File: config.mk
export PLATFORM = sky130hd
export DESIGN_NAME = fight_turn_control
export DESIGN_NICKNAME = d
export VERILOG_FILES = /design/src/rtl/fight_turn_control_pkg.sv /design/src/rtl/fight_turn_control_anim_timer.sv /design/src/rtl/fight_turn_control.sv
export SDC_FILE = /design/constraint.sdc
export NUM_CORES = 1
export LEC_CHECK = 0
export BUFFER_PORTS_ARGS = -buffer_cell sky130_fd_sc_hd__buf_2
export CAP_MARGIN = 40
export CORE_MARGIN = 2
export CORE_UTILIZATION = 35
export CTS_BUF_LIST = sky130_fd_sc_hd__clkbuf_16
export DETAILED_ROUTE_END_ITERATION = 7
export GPL_TIMING_DRIVEN = 1
export PLACE_DENSITY = 0.65
export RECOVER_POWER = 50
export SYNTH_ARGS = -nofsm -noshare
export SYNTH_HDL_FRONTEND = slang
export SYNTH_HIERARCHICAL = 1
export SYNTH_SLANG_ARGS = --single-unit
File: constraint.sdc
create_clock -name clk -period 4.8 [get_ports clk]
set_input_delay 0.96 -clock clk [delete_from_list [all_inputs] [get_ports clk]]
set_output_delay 0.96 -clock clk [all_outputs]
set_load 0.05 [all_outputs]
File: src/rtl/fight_turn_control_pkg.sv
`default_nettype none
// +--------------------------------------------------------------------------+
// | Module      : fight_turn_control_pkg                                     |
// | Description : Shared definitions for the turn-based fight controller:    |
// |               scene codes, fight FSM state encoding, one-hot key codes   |
// |               and a saturating HP subtraction helper.                    |
// | Revision    : 1.0 - initial release                                      |
// +--------------------------------------------------------------------------+
package fight_turn_control_pkg;

    // Scene codes driven by the game's scene controller
    localparam logic [3:0] c_scene_start  = 4'b0001;
    localparam logic [3:0] c_scene_choose = 4'b0010;
    localparam logic [3:0] c_scene_fight  = 4'b0011;
    localparam logic [3:0] c_scene_win    = 4'b0100;

    // Fight FSM encoding (visible on the fight_state output)
    typedef enum logic [2:0] {
        ST_IDLE    = 3'd0,
        ST_SELECT  = 3'd1,
        ST_ANIMATE = 3'd2,
        ST_APPLY   = 3'd3,
        ST_CHECK   = 3'd4,
        ST_DONE    = 3'd5
    } fight_state_t;

    // Key vector ordering is {U, D, L, R, C}; a valid press is exactly one bit
    localparam logic [4:0] c_key_u = 5'b10000;
    localparam logic [4:0] c_key_d = 5'b01000;
    localparam logic [4:0] c_key_l = 5'b00100;
    localparam logic [4:0] c_key_r = 5'b00010;
    localparam logic [4:0] c_key_c = 5'b00001;

    // HP never wraps: damage larger than remaining HP leaves 0
    function automatic logic [7:0] sat_sub(input logic [7:0] a, input logic [7:0] b);
        return (a > b) ? (a - b) : 8'd0;
    endfunction

endpackage
`default_nettype wire

File: src/rtl/fight_turn_control_anim_timer.sv
`default_nettype none
// +--------------------------------------------------------------------------+
// | Module      : fight_anim_timer                                           |
// | Description : Attack-animation hold timer. A start pulse arms it; done   |
// |               pulses in the last of ANIM_CYCLES clocks so the FSM leaves |
// |               ANIMATE after exactly ANIM_CYCLES clocks. abort clears it. |
// | Ports       : clk, reset (async, active-high), start, abort -> done      |
// | Revision    : 1.0 - initial release                                      |
// +--------------------------------------------------------------------------+
module fight_anim_timer #(
    parameter int ANIM_CYCLES = 16
) (
    input  logic clk,
    input  logic reset,
    input  logic start,
    input  logic abort,
    output logic done
);

    localparam logic [7:0] c_load = 8'(ANIM_CYCLES - 1);

    logic [7:0] r_count;
    logic       r_active;

    always_ff @(posedge clk or posedge reset) begin
        if (reset) begin
            r_count  <= 8'd0;
            r_active <= 1'b0;
        end else if (abort) begin
            r_count  <= 8'd0;
            r_active <= 1'b0;
        end else if (start) begin
            r_count  <= c_load;
            r_active <= 1'b1;
        end else if (r_active) begin
            if (r_count == 8'd0) begin
                r_active <= 1'b0;
            end else begin
                r_count <= r_count - 8'd1;
            end
        end
    end

    assign done = r_active && (r_count == 8'd0);

endmodule
`default_nettype wire

File: src/rtl/fight_turn_control.sv
`default_nettype none
// +--------------------------------------------------------------------------+
// | Module      : fight_turn_control                                         |
// | Description : Turn-based fight controller. Loads both fighters' stats on |
// |               entering the fight scene, lets the attacker pick a skill,  |
// |               holds an attack animation, applies saturating damage and   |
// |               alternates turns until one side reaches 0 HP.              |
// | Ports       : clk, reset (async, active-high), scene_state[3:0],         |
// |               key_U/D/L/R/C pulses, p1_*/p2_* stats (8b) ->              |
// |               p1_cur_hp, p2_cur_hp, turn, skill_cursor, fight_state,     |
// |               anim_busy, fight_done, winner                              |
// | Revision    : 1.0 - initial release                                      |
// +--------------------------------------------------------------------------+
module fight_turn_control
    import fight_turn_control_pkg::*;
#(
    parameter logic [3:0] FIGHT_SCENE = 4'b0011,
    parameter int         ANIM_CYCLES = 16
) (
    input  logic       clk,
    input  logic       reset,
    input  logic [3:0] scene_state,
    input  logic       key_U,
    input  logic       key_D,
    input  logic       key_L,
    input  logic       key_R,
    input  logic       key_C,
    input  logic [7:0] p1_pokemon_hp,
    input  logic [7:0] p1_pokemon_speed,
    input  logic [7:0] p1_skill_1_damage,
    input  logic [7:0] p1_skill_2_damage,
    input  logic [7:0] p1_skill_3_damage,
    input  logic [7:0] p2_pokemon_hp,
    input  logic [7:0] p2_pokemon_speed,
    input  logic [7:0] p2_skill_1_damage,
    input  logic [7:0] p2_skill_2_damage,
    input  logic [7:0] p2_skill_3_damage,
    output logic [7:0] p1_cur_hp,
    output logic [7:0] p2_cur_hp,
    output logic       turn,
    output logic [1:0] skill_cursor,
    output logic [2:0] fight_state,
    output logic       anim_busy,
    output logic       fight_done,
    output logic       winner
);

    fight_state_t r_state;
    fight_state_t w_state_next;

    logic [7:0] r_p1_hp;
    logic [7:0] r_p2_hp;
    logic       r_turn;
    logic [1:0] r_cursor;
    logic [7:0] r_damage;
    logic       r_winner;
    logic       r_fight_done;

    // Skill damages are captured at fight entry so later stat changes on the
    // inputs cannot alter a fight in progress.
    logic [7:0] r_p1_skill_1, r_p1_skill_2, r_p1_skill_3;
    logic [7:0] r_p2_skill_1, r_p2_skill_2, r_p2_skill_3;

    logic [4:0] w_keys;
    logic       w_in_scene;
    logic       w_key_l;
    logic       w_key_r;
    logic       w_key_c;
    logic [7:0] w_defender_hp;
    logic [7:0] w_sel_damage;
    logic       w_anim_done;
    logic       w_load;
    logic       w_fire;
    logic       w_apply;
    logic       w_finish;
    logic       w_next_turn;

    // Comparing the whole vector against a one-hot code rejects multi-key cycles
    assign w_keys        = {key_U, key_D, key_L, key_R, key_C};
    assign w_key_l       = (w_keys == c_key_l);
    assign w_key_r       = (w_keys == c_key_r);
    assign w_key_c       = (w_keys == c_key_c);
    assign w_in_scene    = (scene_state == FIGHT_SCENE);
    assign w_defender_hp = r_turn ? r_p1_hp : r_p2_hp;

    always_comb begin
        w_sel_damage = 8'd0;
        case (r_cursor)
            2'd0:    w_sel_damage = r_turn ? r_p2_skill_1 : r_p1_skill_1;
            2'd1:    w_sel_damage = r_turn ? r_p2_skill_2 : r_p1_skill_2;
            default: w_sel_damage = r_turn ? r_p2_skill_3 : r_p1_skill_3;
        endcase
    end

    fight_anim_timer #(
        .ANIM_CYCLES (ANIM_CYCLES)
    ) u_anim_timer (
        .clk   (clk),
        .reset (reset),
        .start (w_fire),
        .abort (!w_in_scene),
        .done  (w_anim_done)
    );

    always_ff @(posedge clk or posedge reset) begin
        if (reset) begin
            r_state <= ST_IDLE;
        end else begin
            r_state <= w_state_next;
        end
    end

    always_comb begin
        w_state_next = r_state;
        w_load       = 1'b0;
        w_fire       = 1'b0;
        w_apply      = 1'b0;
        w_finish     = 1'b0;
        w_next_turn  = 1'b0;
        if (!w_in_scene) begin
            w_state_next = ST_IDLE;
        end else begin
            case (r_state)
                ST_IDLE: begin
                    w_state_next = ST_SELECT;
                    w_load       = 1'b1;
                end
                ST_SELECT: begin
                    if (w_key_c) begin
                        w_state_next = ST_ANIMATE;
                        w_fire       = 1'b1;
                    end
                end
                ST_ANIMATE: begin
                    if (w_anim_done) begin
                        w_state_next = ST_APPLY;
                    end
                end
                ST_APPLY: begin
                    w_state_next = ST_CHECK;
                    w_apply      = 1'b1;
                end
                ST_CHECK: begin
                    if (w_defender_hp == 8'd0) begin
                        w_state_next = ST_DONE;
                        w_finish     = 1'b1;
                    end else begin
                        w_state_next = ST_SELECT;
                        w_next_turn  = 1'b1;
                    end
                end
                ST_DONE: begin
                    w_state_next = ST_DONE;
                end
                default: begin
                    w_state_next = ST_IDLE;
                end
            endcase
        end
    end

    always_ff @(posedge clk or posedge reset) begin
        if (reset) begin
            r_p1_hp      <= 8'd0;
            r_p2_hp      <= 8'd0;
            r_turn       <= 1'b0;
            r_cursor     <= 2'd0;
            r_damage     <= 8'd0;
            r_winner     <= 1'b0;
            r_fight_done <= 1'b0;
            r_p1_skill_1 <= 8'd0;
            r_p1_skill_2 <= 8'd0;
            r_p1_skill_3 <= 8'd0;
            r_p2_skill_1 <= 8'd0;
            r_p2_skill_2 <= 8'd0;
            r_p2_skill_3 <= 8'd0;
        end else begin
            if (!w_in_scene) begin
                r_fight_done <= 1'b0;
            end
            if (w_load) begin
                r_p1_hp      <= p1_pokemon_hp;
                r_p2_hp      <= p2_pokemon_hp;
                r_turn       <= (p2_pokemon_speed > p1_pokemon_speed);
                r_cursor     <= 2'd0;
                r_p1_skill_1 <= p1_skill_1_damage;
                r_p1_skill_2 <= p1_skill_2_damage;
                r_p1_skill_3 <= p1_skill_3_damage;
                r_p2_skill_1 <= p2_skill_1_damage;
                r_p2_skill_2 <= p2_skill_2_damage;
                r_p2_skill_3 <= p2_skill_3_damage;
            end
            if (w_in_scene && (r_state == ST_SELECT)) begin
                if (w_key_l && (r_cursor != 2'd0)) begin
                    r_cursor <= r_cursor - 2'd1;
                end else if (w_key_r && (r_cursor != 2'd2)) begin
                    r_cursor <= r_cursor + 2'd1;
                end
            end
            if (w_fire) begin
                r_damage <= w_sel_damage;
            end
            if (w_apply) begin
                if (r_turn) begin
                    r_p1_hp <= sat_sub(r_p1_hp, r_damage);
                end else begin
                    r_p2_hp <= sat_sub(r_p2_hp, r_damage);
                end
            end
            if (w_finish) begin
                r_winner     <= r_turn;
                r_fight_done <= 1'b1;
            end
            if (w_next_turn) begin
                r_turn   <= ~r_turn;
                r_cursor <= 2'd0;
            end
        end
    end

    assign p1_cur_hp    = r_p1_hp;
    assign p2_cur_hp    = r_p2_hp;
    assign turn         = r_turn;
    assign skill_cursor = r_cursor;
    assign fight_state  = r_state;
    assign anim_busy    = (r_state == ST_ANIMATE);
    assign fight_done   = r_fight_done;
    assign winner       = r_winner;

endmodule
`default_nettype wire

==> run metrics, run 1 <==
Max transition margin=-36.72%; Slew @ Worst Pin=2.051 ns; design area=6282 µm²; Cells after Synth=600; total power=2.191 mW; via count=4616; Worst Path Required=5.30 ns; CP endpoint kind=asynchronous set/reset pin; CP arrival=3.68 ns; Avg Cell Area, Syn=8.858 µm²; CP most frequent cell=clkbuf_1; gr usage total=17.27%; drt drc=0; clock skew=0.005311 ns; CTS Buffer Depth=2; CP startpoint kind=input pin; H-tree depth=3; vias in the first global route=4610; Pwr Density=348.8 nW/µm²; IO Count=116; Peak Freq=314.1 MHz; Slowest Stage Delay on Critical Path=1.52 ns; router iterations before antenna repair=4; setup repair bufs after CTS=0; root buffer cell=clkbuf_16; Num CTS Buffers=9; dpl hpwl=9984 µm; worst vdd ir=0.1736 mV; Netlist Area Pre-Place=5315 µm²; Vias/cell=5.135; failing checks=capacitance limit, slew limit; CTS resizes=0; Core Box Area=15030 µm²; synthesis-to-layout area growth=18.20%; total wire length=13350 µm; Sink Count=89; most frequent cells in the layout=nand2_1 (176), buf_2 (107), dfrtp_1 (89); flop and latch count out of synthesis=89; antenna violations before repair=0; final weighted congestion in routability-driven placement=0.8773; pin count of the biggest net entering global routing=42; Final ANT Viol Nets=0; initial DRC count=181; # setup viols final=0; Max-Cap Viols=1; async set-or-reset flop fraction in the synthesized netlist=100.0%; Multi-input gate area=2806 µm²; global route overflow=0; Critical-path top delay cell=clkbuf_1; die width=127.2 µm; Synth Net Count=722; commonest non-fill, non-tap cell in the layout=nand2_1; Post-CTS Hold Buffers=0; Clk Latency, worst-skew pair=0.34 ns; fill count=1527; Setup Crit Path Kind=in2async; TNS Setup=0 ns; Avg WL per Cell=14.84 µm; placed cell area=6040 µm²; synth unique cells=67; Hold Crit Class=reg2reg; Hold Slack=0.4727 ns; Placed Cells incl. Taps=883; leakage=3.049 nW; RSZ-0062 raised after global routing=false; first-pass GRT wire length=22490 µm; Die Y=127.2 µm; fin cells=899; Final Max Slew Viols=39; Hold Fails Final Rpt=0; Seq. cell area=2227 µm²; DIE AREA=16190 µm²; number of antenna diodes=0; initial cell density of the core=35.36%; fin nets=828; I/O Buffers=115; Worst Path Max Fanout=38; Seq/Total Area, Yosys=41.90%; ys flop type=dfrtp_1; status=complete, but fails checks; number of flops mapped to enable cells by yosys=0; CP cell instances=clkbuf_1 -> clkinvlp_2 -> clkbuf_1 -> buf_4; row count=45; Tmin final=3.183 ns; clk slew on worst S/H paths=0.06 ns; final period utilization=66.32%; share of cells above drive strength 1=22.22%; clock tree from TritonCTS=done; synth warn=6
[area by class of cell]
| class | count | share of cell area (%) |
|---|---|---|
| multi-input cells | 455 | 44.67 |
| inverters | 27 | 1.633 |
| repair buffers | 124 | 10.16 |
| flip-flops and latches | 89 | 35.45 |
| well taps | 188 | 3.744 |
| clock buffers | 9 | 3.585 |
| clock inverters | 7 | 0.7568 |
[cells by family (layout without fill, tap and decap cells)]
logic type	after synthesis	in the layout	synth area share, %
fa+ha+maj	31	31	7.580
mux	21	21	4.049
xor+xnor	10	10	1.648
compound gates	119	119	15.56
buf+inv	56	167	5.343
simple gates	274	274	23.92
flops	89	89	41.90
[synth_stat cells, types with 6 or more instances]
cell type | instances | area [µm²]
nand2_1 | 177 | 664.4
a211oi_1 | 9 | 67.56
ha_1 | 29 | 362.9
nand4_1 | 7 | 43.79
nor2_1 | 26 | 97.59
a22o_1 | 7 | 61.31
o21ai_1 | 6 | 30.03
o21a_1 | 8 | 60.06
nor3_1 | 7 | 35.03
o21ai_0 | 19 | 95.09
nand3_1 | 13 | 65.06
a311o_1 | 6 | 60.06
inv_1 | 26 | 97.59
dfrtp_1 | 89 | 2227
mux2i_1 | 17 | 170.2
clkbuf_1 | 9 | 33.78
a22oi_1 | 7 | 52.55
buf_4 | 7 | 52.55
buf_2 | 7 | 35.03
a21oi_1 | 23 | 115.1
[registers in the layout, indices dropped and copies added, names as in the netlist, 3 cells and up]
name and cells:
p1_cur_hp 8, p2_cur_hp 8, r_damage 8, r_p1_skill_1 8
r_p1_skill_2 8, r_p1_skill_3 8, r_p2_skill_1 8, r_p2_skill_2 8
r_p2_skill_3 8, u_anim_timer/r_count 8, fight_state 3
[final timing paths]
path / depth (start not counted) / slack (ns) / startpoint / end
worst max-delay path: 4 / 1.62 / reset / r_p1_skill_3[2]
worst min-delay path: 2 / 0.47 / r_p1_skill_3[2] / r_p1_skill_3[2]
worst min register to register: 2 / 0.47 / r_p1_skill_3[2] / r_p1_skill_3[2]
max in group clk: 9 / 1.68 / scene_state[2] / u_anim_timer/r_count[0]
worst max register to register: 6 / 2.42 / fight_state[2] / u_anim_timer/r_count[0]
min in group asynchronous: 2 / 0.60 / reset / u_anim_timer/r_count[6]
[critical path, delay by kind of cell]
kind,cells,cell delay (ns)
buffers and inverters,4,2.68
[where the power goes]
part	switching, mW	internal [mW]	total (mW)	leakage, nW
Clock	0.303	0.351	0.654	0.132
Combinational	0.358	0.216	0.574	1.80
Sequential	0.0973	0.866	0.963	1.11
Total	0.758	1.43	2.19	3.05
[through the flow]
stage          setup WS, ns  util (%)
6_report              1.617     41.79
5_1_grt               1.045     41.79
2_1_floorplan         1.625         -
3_3_place_gp          1.758     39.86
3_5_place_dp          1.682     40.17
4_1_cts               2.009     41.99
[routing by layer]
metal	part of all wire (%)	wire length, µm	global-route usage, %	vias to the layer above
met5	0	0	0	-
met4	1.1	150	3.878	0
met3	4.3	577	3.350	15
met2	47	6211	28.27	113
met1	48	6406	23.87	2194
li1	-	-	-	2294
No activity file was read; power rests on OpenSTA's default activity.
==> run 2, diff against run 1 <==
clock period = 2.96 ns   (was 4.8 ns; I/O delays follow)
==> run metrics, run 2 (synthesis gave the netlist of run 1 again) <==
failing checks=capacitance limit, slew limit; commonest non-fill, non-tap cell in the layout=nand2_1; worst vdd ir=0.4742 mV (+170%); row count=45 (unchanged); Hold Crit Class=in2async; final period utilization=76.01%; GR Util met2=26.50% (-1.8 points); CP endpoint kind=register; final weighted congestion in routability-driven placement=0.8599 (-2.0%); Final WS setup=0.7101 ns (-0.9065 ns); Avg WL per Cell=14.42 µm (-2.9%); Tmin final=2.250 ns; root buffer cell=clkbuf_16; most frequent cells in the layout=nand2_1 (176), buf_2 (106), dfrtp_1 (89); clk slew on worst S/H paths=0.07 ns (about the same); Slowest Stage Delay on Critical Path=0.36 ns (-1.16 ns); router iterations before antenna repair=4 (unchanged); busiest grt layer=met2; Setup Crit Path Kind=reg2reg; antenna violations before repair=0 (unchanged); CP cell instances=inv_1 -> ha_1 -> nor2b_1 -> o31a_1 -> o31a_1 -> mux2i_1 -> o311ai_0 -> o21ai_0; Vias/cell=5.100 (-0.67%); Post-CTS Hold Buffers=0 (unchanged); Max transition margin=-32.15% (+4.6 points); H-tree depth=3 (unchanged); Slew @ Worst Pin=1.982 ns (-0.06852 ns); clock tree from TritonCTS=done; I/O Buffers=115 (unchanged); CP startpoint kind=register; dpl hpwl=9619 µm (-3.7%); initial DRC count=241 (+33%); die width=127.2 µm (unchanged); pin count of the biggest net entering global routing=81 (+93%); status=complete, but fails checks; Clk Latency, worst-skew pair=0.35 ns (about the same); Core Box Area=15030 µm² (unchanged); Core Util, Final=41.82% (about the same); DIE AREA=16190 µm² (unchanged); met1 Use GR=23.91% (+0.041 points); CTS resizes=0 (unchanged); clock skew=0.01076 ns (+0.005445 ns); Pwr Density=568.4 nW/µm² (+63%); fill count=1534 (+0.46%); initial cell density of the core=35.36% (unchanged); Die Y=127.2 µm (unchanged); setup repair bufs after CTS=0 (unchanged); dpl ws=0.3638 ns (-1.318 ns); Hold Fails Final Rpt=0 (unchanged); Placed Cells incl. Taps=883 (unchanged); Worst Path Max Fanout=5 (-87%); drt drc=0 (unchanged); Critical-path top delay cell=dfrtp_1; Final ANT Viol Nets=0 (unchanged); Worst Path Required=3.18 ns (-2.12 ns); share of cells above drive strength 1=22.22% (unchanged); RSZ-0062 raised after global routing=false; CTS Buffer Depth=2 (unchanged); IO Count=116 (unchanged); # setup viols final=0 (unchanged); via count=4585 (-0.67%); global route overflow=0 (unchanged); Max-Cap Viols=1 (unchanged); fin cells=899 (unchanged); number of antenna diodes=0 (unchanged); fin nets=828 (unchanged); first-pass GRT wire length=21940 µm (-2.5%); Num CTS Buffers=9 (unchanged); TNS Setup=0 ns (unchanged); Peak Freq=444.5 MHz; CP arrival=2.47 ns (-1.21 ns); leakage=3.048 nW (about the same); Final Max Slew Viols=81 (+110%); vias in the first global route=4315 (-6.4%); gr usage total=16.88% (-0.39 points); design area=6287 µm² (about the same); placed cell area=6040 µm² (unchanged); met3 Usage GRT=4.146% (+0.80 points); Sink Count=89 (unchanged); total wire length=12960 µm (-2.9%); synthesis-to-layout area growth=18.29% (about the same); CP most frequent cell=o31a_1
==> run 2: worst paths after layout <==
check                           cells after the start            startpoint                 endpoint  slack, ns
min in group clk                                    3  p2_skill_2_damage[0]          r_p2_skill_2[0]       0.43
worst min-delay path                                2                 reset  u_anim_timer/r_count[1]       0.21
worst max register to register                      8           r_damage[1]             p1_cur_hp[7]       0.71
worst min register to register                      2       r_p1_skill_2[7]          r_p1_skill_2[7]       0.48
worst max-delay path                                8           r_damage[1]             p1_cur_hp[7]       0.71
max in group asynchronous                           3                 reset          r_p1_skill_2[5]       0.84
==> run 2: worst max-delay path: cells and delay by family, from the launching register on <==
kind	cells	cell delay (ns)
AOI/OAI and AO/OA	4	0.98
muxes	1	0.12
adders and majority gates	1	0.30
and+or+nand+nor	1	0.15
DFF	1	0.36
buffers and inverters	1	0.21
==> run 2: layer usage <==
layer | up-vias | routed length (µm)
met4 | 0 | 96
met1 | 2163 | 6142
li1 | 2302 | -
met3 | 7 | 686
met2 | 113 | 6039
met5 | - | 0
==> run 2: power by group <==
group | switching [mW] | internal (mW)
registers | 0.162 | 1.40
clock network | 0.509 | 0.577
logic | 0.573 | 0.349
total | 1.24 | 2.33
==> run 2: area by class of cell <==
class                           instances  area, µm²  share of cell area, %
Multi-Input combinational cell        455       2806                  44.64
Clock buffer                            9      225.2                  3.582
Timing Repair Buffer                  124      638.1                  10.15
Inverter                               27      102.6                  1.632
Sequential cell                        89       2227                  35.42
Clock inverter                          7      52.55                 0.8358
Tap cell                              188      235.2                  3.741
==> run 2: stage by stage <==
stage               total power [mW]  hold WS [ns]
global placement               2.510        0.4586
CTS                            3.629        0.2183
global route                   3.801        0.2481
finish                         3.573        0.2093
floorplan                      2.242        0.4199
detailed placement             2.526        0.4632
